[config.mk]
export PLATFORM = sky130hd
export DESIGN_NAME = sync_fifo_flagged_flat
export DESIGN_NICKNAME = d
export VERILOG_FILES = /design/src/rtl/sync_fifo_flagged_if.sv /design/src/rtl/sync_fifo_flagged.sv /design/src/flat_wrapper.sv
export SDC_FILE = /design/constraint.sdc
export NUM_CORES = 1
export LEC_CHECK = 0
export CAP_MARGIN = 10
export CORE_ASPECT_RATIO = 1.25
export CORE_UTILIZATION = 25
export DETAILED_ROUTE_END_ITERATION = 7
export SETUP_SLACK_MARGIN = 0.15
export SLEW_MARGIN = 10
export SYNTH_ARGS = -nofsm -noshare
export SYNTH_HDL_FRONTEND = slang
export SYNTH_SLANG_ARGS = --single-unit
export TNS_END_PERCENT = 1
[constraint.sdc]
create_clock -name Clock -period 3.7 [get_ports Clock]
set_clock_uncertainty 0.1 [all_clocks]
set_input_delay 0.555 -clock Clock [delete_from_list [all_inputs] [get_ports Clock]]
set_output_delay 0.555 -clock Clock [all_outputs]
set_load 0.1 [all_outputs]
[src/rtl/sync_fifo_flagged_if.sv]
// ---------------------------------------------------------------------------
// sync_fifo_flagged_if
// Handshake, data and status bundle for sync_fifo_flagged.
//   master : producer/consumer side. Drives Write_Enable, Data_In,
//            Read_Enable and Clear_Flags, and observes the rest.
//   slave  : FIFO side. Drives Data_Out, Count and all status flags.
// Clock and reset are not part of the bundle; they stay plain module ports.
// ---------------------------------------------------------------------------
interface sync_fifo_flagged_if #(
    parameter int DATA_WIDTH    = 8,
    parameter int ADDRESS_WIDTH = 4
);
    logic                     Write_Enable;
    logic [DATA_WIDTH-1:0]    Data_In;
    logic                     Read_Enable;
    logic                     Clear_Flags;
    logic [DATA_WIDTH-1:0]    Data_Out;
    logic                     Full;
    logic                     Empty;
    logic                     Almost_Full;
    logic                     Almost_Empty;
    logic [ADDRESS_WIDTH:0]   Count;
    logic                     Overflow;
    logic                     Underflow;

    modport master (
        output Write_Enable, Data_In, Read_Enable, Clear_Flags,
        input  Data_Out, Full, Empty, Almost_Full, Almost_Empty,
               Count, Overflow, Underflow
    );

    modport slave (
        input  Write_Enable, Data_In, Read_Enable, Clear_Flags,
        output Data_Out, Full, Empty, Almost_Full, Almost_Empty,
               Count, Overflow, Underflow
    );
endinterface

[src/rtl/sync_fifo_flagged.sv]
// ---------------------------------------------------------------------------
// sync_fifo_flagged
// Single-clock FIFO with an occupancy count, programmable almost-full and
// almost-empty thresholds, sticky overflow/underflow flags and a selectable
// first-word-fall-through read mode.
// Ports:
//   Clock         rising-edge clock
//   Reset_Enable  synchronous reset, active low. It clears the pointers,
//                 Count, Data_Out and the error flags; memory is left as is.
//   fifo          sync_fifo_flagged_if.slave. It carries the write and read
//                 requests, the data in both directions, Count and the
//                 Full/Empty/Almost_*/Overflow/Underflow flags.
// ---------------------------------------------------------------------------
module sync_fifo_flagged #(
    parameter int DATA_WIDTH         = 8,
    parameter int ADDRESS_WIDTH      = 4,
    parameter int DATA_DEPTH         = 16,
    parameter int ALMOST_FULL_LEVEL  = 14,
    parameter int ALMOST_EMPTY_LEVEL = 2,
    parameter int FWFT               = 0
) (
    input  logic               Clock,
    input  logic               Reset_Enable,
    sync_fifo_flagged_if.slave fifo
);
    localparam logic [ADDRESS_WIDTH:0] DEPTH_COUNT = (ADDRESS_WIDTH+1)'(DATA_DEPTH);
    localparam logic [ADDRESS_WIDTH:0] AF_LEVEL    = (ADDRESS_WIDTH+1)'(ALMOST_FULL_LEVEL);
    localparam logic [ADDRESS_WIDTH:0] AE_LEVEL    = (ADDRESS_WIDTH+1)'(ALMOST_EMPTY_LEVEL);

    logic [DATA_WIDTH-1:0] mem [DATA_DEPTH];

    // Pointers carry one extra bit and wrap modulo twice the depth; only the
    // low bits address the memory.
    logic [ADDRESS_WIDTH:0] wr_ptr_reg, wr_ptr_next;
    logic [ADDRESS_WIDTH:0] rd_ptr_reg, rd_ptr_next;
    logic [ADDRESS_WIDTH:0] count_reg, count_next;
    logic                   overflow_reg, overflow_next;
    logic                   underflow_reg, underflow_next;

    logic full;
    logic empty;
    logic wr_accept;
    logic rd_accept;
    logic [ADDRESS_WIDTH-1:0] rd_idx;
    logic [ADDRESS_WIDTH-1:0] wr_idx;

    // All flags come from the registered count, so they describe the state
    // before the coming edge. Acceptance is decided from that state.
    assign full   = (count_reg == DEPTH_COUNT);
    assign empty  = (count_reg == '0);
    assign rd_idx = rd_ptr_reg[ADDRESS_WIDTH-1:0];
    assign wr_idx = wr_ptr_reg[ADDRESS_WIDTH-1:0];

    always_comb begin
        wr_accept      = fifo.Write_Enable && !full;
        rd_accept      = fifo.Read_Enable && !empty;
        wr_ptr_next    = wr_ptr_reg;
        rd_ptr_next    = rd_ptr_reg;
        count_next     = count_reg;
        overflow_next  = overflow_reg;
        underflow_next = underflow_reg;

        if (wr_accept) begin
            wr_ptr_next = wr_ptr_reg + 1'b1;
        end
        if (rd_accept) begin
            rd_ptr_next = rd_ptr_reg + 1'b1;
        end
        // A simultaneous accepted read and write leave the count unchanged.
        if (wr_accept && !rd_accept) begin
            count_next = count_reg + 1'b1;
        end else if (rd_accept && !wr_accept) begin
            count_next = count_reg - 1'b1;
        end

        // The clear is applied first so that an error in the same cycle
        // overrides it.
        if (fifo.Clear_Flags) begin
            overflow_next  = 1'b0;
            underflow_next = 1'b0;
        end
        if (fifo.Write_Enable && full) begin
            overflow_next = 1'b1;
        end
        if (fifo.Read_Enable && empty) begin
            underflow_next = 1'b1;
        end
    end

    always_ff @(posedge Clock) begin
        if (!Reset_Enable) begin
            wr_ptr_reg    <= '0;
            rd_ptr_reg    <= '0;
            count_reg     <= '0;
            overflow_reg  <= 1'b0;
            underflow_reg <= 1'b0;
        end else begin
            wr_ptr_reg    <= wr_ptr_next;
            rd_ptr_reg    <= rd_ptr_next;
            count_reg     <= count_next;
            overflow_reg  <= overflow_next;
            underflow_reg <= underflow_next;
        end
    end

    // The storage has no reset. A write that coincides with reset is dropped,
    // because the pointers are reset and the data is discarded anyway.
    always_ff @(posedge Clock) begin
        if (Reset_Enable && wr_accept) begin
            mem[wr_idx] <= fifo.Data_In;
        end
    end

    generate
        if (FWFT == 0) begin : g_std_read
            // Registered read. The output holds between reads and while the
            // FIFO is empty.
            logic [DATA_WIDTH-1:0] data_out_reg;
            always_ff @(posedge Clock) begin
                if (!Reset_Enable) begin
                    data_out_reg <= '0;
                end else if (rd_accept) begin
                    data_out_reg <= mem[rd_idx];
                end
            end
            assign fifo.Data_Out = data_out_reg;
        end else begin : g_fwft_read
            // The head word is presented directly from the memory. The
            // output is forced to zero while the FIFO is empty, so stale
            // entries are never shown.
            assign fifo.Data_Out = empty ? '0 : mem[rd_idx];
        end
    endgenerate

    assign fifo.Count        = count_reg;
    assign fifo.Full         = full;
    assign fifo.Empty        = empty;
    assign fifo.Almost_Full  = (count_reg >= AF_LEVEL);
    assign fifo.Almost_Empty = (count_reg <= AE_LEVEL);
    assign fifo.Overflow     = overflow_reg;
    assign fifo.Underflow    = underflow_reg;
endmodule

[src/flat_wrapper.sv]
// flat-port wrapper written by rule: the top's interface ports become plain ports
module sync_fifo_flagged_flat 
#(
    parameter int DATA_WIDTH         = 8,
    parameter int ADDRESS_WIDTH      = 4,
    parameter int DATA_DEPTH         = 16,
    parameter int ALMOST_FULL_LEVEL  = 14,
    parameter int ALMOST_EMPTY_LEVEL = 2,
    parameter int FWFT               = 0
)
  (Clock, Reset_Enable, fifo_Write_Enable, fifo_Data_In, fifo_Read_Enable, fifo_Clear_Flags, fifo_Data_Out, fifo_Full, fifo_Empty, fifo_Almost_Full, fifo_Almost_Empty, fifo_Count, fifo_Overflow, fifo_Underflow);
  sync_fifo_flagged_if #(.DATA_WIDTH(DATA_WIDTH), .ADDRESS_WIDTH(ADDRESS_WIDTH)) fifo_i ();
  input  logic Clock;
  input  logic Reset_Enable;
  input wire logic [$bits(fifo_i.Write_Enable)-1:0] fifo_Write_Enable;
  input wire logic [$bits(fifo_i.Data_In)-1:0] fifo_Data_In;
  input wire logic [$bits(fifo_i.Read_Enable)-1:0] fifo_Read_Enable;
  input wire logic [$bits(fifo_i.Clear_Flags)-1:0] fifo_Clear_Flags;
  output wire logic [$bits(fifo_i.Data_Out)-1:0] fifo_Data_Out;
  output wire logic [$bits(fifo_i.Full)-1:0] fifo_Full;
  output wire logic [$bits(fifo_i.Empty)-1:0] fifo_Empty;
  output wire logic [$bits(fifo_i.Almost_Full)-1:0] fifo_Almost_Full;
  output wire logic [$bits(fifo_i.Almost_Empty)-1:0] fifo_Almost_Empty;
  output wire logic [$bits(fifo_i.Count)-1:0] fifo_Count;
  output wire logic [$bits(fifo_i.Overflow)-1:0] fifo_Overflow;
  output wire logic [$bits(fifo_i.Underflow)-1:0] fifo_Underflow;
  assign fifo_i.Write_Enable = fifo_Write_Enable;
  assign fifo_i.Data_In = fifo_Data_In;
  assign fifo_i.Read_Enable = fifo_Read_Enable;
  assign fifo_i.Clear_Flags = fifo_Clear_Flags;
  assign fifo_Data_Out = fifo_i.Data_Out;
  assign fifo_Full = fifo_i.Full;
  assign fifo_Empty = fifo_i.Empty;
  assign fifo_Almost_Full = fifo_i.Almost_Full;
  assign fifo_Almost_Empty = fifo_i.Almost_Empty;
  assign fifo_Count = fifo_i.Count;
  assign fifo_Overflow = fifo_i.Overflow;
  assign fifo_Underflow = fifo_i.Underflow;
  sync_fifo_flagged #(.DATA_WIDTH(DATA_WIDTH), .ADDRESS_WIDTH(ADDRESS_WIDTH), .DATA_DEPTH(DATA_DEPTH), .ALMOST_FULL_LEVEL(ALMOST_FULL_LEVEL), .ALMOST_EMPTY_LEVEL(ALMOST_EMPTY_LEVEL), .FWFT(FWFT)) u_core (.Clock(Clock), .Reset_Enable(Reset_Enable), .fifo(fifo_i));
endmodule
==> impl_metrics.py <==
metrics = {
    "outcome": {
        "outcome": "finished, final reports clean",
    },
    "worst_hold_path": {
        "hold_path_class": "reg2reg",
        "hold_end": "u_core.fifo.Data_Out[6]",
        "hp-start": "u_core.fifo.Data_Out[6]",
        "hold_depth": 2,
    },
    "drt": {
        "vias": 3216,
        "drtIter0Drc": 267,
        "drtPass1Iterations": 4,
        "avgRoutedWirePerCell_um": 16.4,
        "routed_wl_um": 12200,
        "viasPerCell": 4.30,
        "drc": 0,
        "route.antenna.remaining_nets": 0,
    },
    "critical_path": {
        "rr_startpoint": "u_core.fifo.Count[0]",
        "ff2ff_setup_slack_ps": 1020,
        "cp_slowest_stage_delay_ps": 1210,
        "arrival_ps": 2200,
        "crit_buf_inv": 1,
        "worstRegToRegCells": 10,
        "endpoint_kind": "primary output",
        "path_cells": "clkdlybuf4s50_1",
        "crit_path_start": "u_core.fifo.Count[0]",
        "critPathKind": "reg2out",
        "start_kind": "flop",
        "critPathTopFamily": "buffers and inverters",
        "r2r-end": "u_core.fifo.Count[4]",
        "crit_fanout": 7,
        "required_ps": 3040,
        "cp_slowest_cell": "clkdlybuf4s50_1",
    },
    "finish": {
        "layout.cells.non_filler": 748,
        "seq_area_um2": 4310,
        "multiInputGateArea_um2": 1680,
        "nFillCells": 2336,
        "largest_register_ff_count": 128,
        "final_util_pct": 30.7,
        "area_growth_pct": 20.2,
        "antenna_cells": 0,
        "drive_gt1_share_pct": 16.8,
        "layout.nets": 433,
        "top_register": "u_core.mem",
    },
    "global_route": {
        "track_usage_pct": 10.6,
        "overflow": 0,
        "antenna_found_initial": 0,
        "grt_start_max_net_pins": 29,
        "grt_pass1_wl_um": 19700,
        "grt_pass1_vias": 3459,
    },
    "placed_design": {
        "dp_hpwl_um": 8510,
        "place.gp.congestion": 0.767,
        "port-buffer-count": 31,
        "dp_cells": 716,
    },
    "clock_network": {
        "clk_latency_ps": 420,
        "h-tree-depth": 4,
        "clock-root-buffer": "clkbuf_16",
        "clk_pin_slew_ps": 60,
        "cts_tree": "built",
        "cts.sinks": 151,
        "clk_path_buf_depth": 2,
        "postCtsHoldBufs": 0,
        "numCtsBuffers": 17,
        "cts_setup_buffers": 0,
        "cts_resized": 0,
    },
    "sta": {
        "fin_crit_sh_pct": 77.2,
        "rsz0062_at_grt": "false",
        "drv_slew": 0,
        "relSlewSlack_pct": 32.5,
        "tightestPinTransition_ps": 1010,
        "timing.final.hold_violations": 0,
        "period_needed_ps": 2860,
        "fmax_ghz": 0.350,
        "setup_violations": 0,
        "fin_setup_tns_ps": 0,
    },
    "logic_synthesis": {
        "yosys_warnings": 0,
        "synth_flop_cell": "edfxtp_1",
        "synth_cells": 370,
        "synthTopCellsByCount": "128 x edfxtp_1, 37 x mux2i_1, 24 x nor2_1",
        "netlist_area_um2": 6110,
        "synth-seq-area-share_pct": 70.5,
        "netlist-cell-type-count": 43,
        "synth_largest_area_cell": "edfxtp_1",
        "synth_top_area_share_pct": 62.9,
        "synth_top_cells_by_area": "edfxtp_1 63%, dfxtp_1 7.5%, mux2i_1 6.1%",
        "ys_seq_elements": 151,
        "avgSynthCellArea_um2": 16.5,
        "synth.most_common_cell": "edfxtp_1",
        "syn_nets": 393,
        "async_flop_share_pct": 0,
        "synth_edf_count": 128,
    },
    "floorplan": {
        "die_y_um": 177,
        "die_x_um": 142,
        "pin_count": 32,
        "initial_utilization_pct": 25.6,
        "die-area_um2": 25100,
        "rows": 63,
        "core_um2": 23900,
    },
    "power_and_ir_drop": {
        "ir_drop_uv": 414,
        "p_leak_nw": 2.28,
        "power_density_nw_per_um2": 734,
    },
    "flow_run": {
        "cap_violations": 0,
    },
}
## where the power goes
part | internal [W] | leakage, nW | total, W | switching [W]
clock | 0.000928 | 0.262 | 0.00160 | 0.000670
sequential | 0.00195 | 1.34 | 0.00207 | 0.000128
combinational | 0.000540 | 0.672 | 0.00171 | 0.00117
## metrics by stage
step | power, W | hold WS, ps | cell area [µm²] | setup WS (ps)
2_1_floorplan | 0.00344 | 435 | 6110 | 186
3_3_place_gp | 0.00382 | 418 | 6790 | 712
3_5_place_dp | 0.00384 | 421 | 6790 | 661
4_1_cts | 0.00544 | 431 | 7340 | 831
5_1_grt | 0.00563 | 484 | 7340 | 770
6_report | 0.00539 | 429 | 7340 | 844
## cell families (layout without fill, tap and decap cells)
logic type | after synthesis | in the layout | share of synthesized area (%)
compound gates | 55 | 55 | 6.15
xor+xnor | 9 | 9 | 1.29
fa+ha+maj | 10 | 10 | 2.17
buf+inv | 26 | 79 | 2.15
flops | 151 | 151 | 70.5
mux | 53 | 53 | 12.0
simple gates | 66 | 66 | 5.82
## worst max-delay path by stage
stage	end	depth (start not counted)
after CTS	fifo_Count[0]	1
after detailed placement	u_core.fifo.Count[4]	9
final	fifo_Count[0]	1
after global routing	fifo_Count[0]	1
after global placement	u_core.fifo.Count[4]	9
after floorplan	fifo_Almost_Empty	1
## cells in the final DEF, fill, tap and decap left out, types with 2 or more instances in the layout
master and instances:
a31oi_1 8, clkbuf_16 17, nand2b_1 3, inv_1 5
xor2_1 2, buf_4 14, and2_1 7, nand2_1 5
a22oi_1 8, mux2i_1 37, nor2b_1 10, clkdlybuf4s50_1 27
xnor2_1 7, nor3_1 4, clkinv_4 2, inv_6 3
nor2_1 24, dfxtp_1 22, o21ai_0 9, nand3_1 6
clkinv_1 3, o211ai_2 3, mux4_2 16, o22ai_1 16
edfxtp_1 128, ha_1 9, clkinvlp_4 3, a21oi_1 4
## final cells by class
type	count	share of cell area (%)
Clock inverter	14	1.69
Sequential cell	151	58.6
Inverter	6	0.307
Multi-Input combinational cell	193	22.9
Clock buffer	18	5.85
Timing Repair Buffer	41	5.11
Tap cell	325	5.54
## routing by layer
layer  routed length, µm  global-route usage (%)  vias to the layer above
met4                 110                    4.44                        0
li1                    -                       -                     1515
met3                 714                    2.98                        5
met1                5130                    12.7                     1614
met2                6290                    18.0                       82
met5                   0                       0                        -
Note: power is estimated with default switching activity, not from simulation.
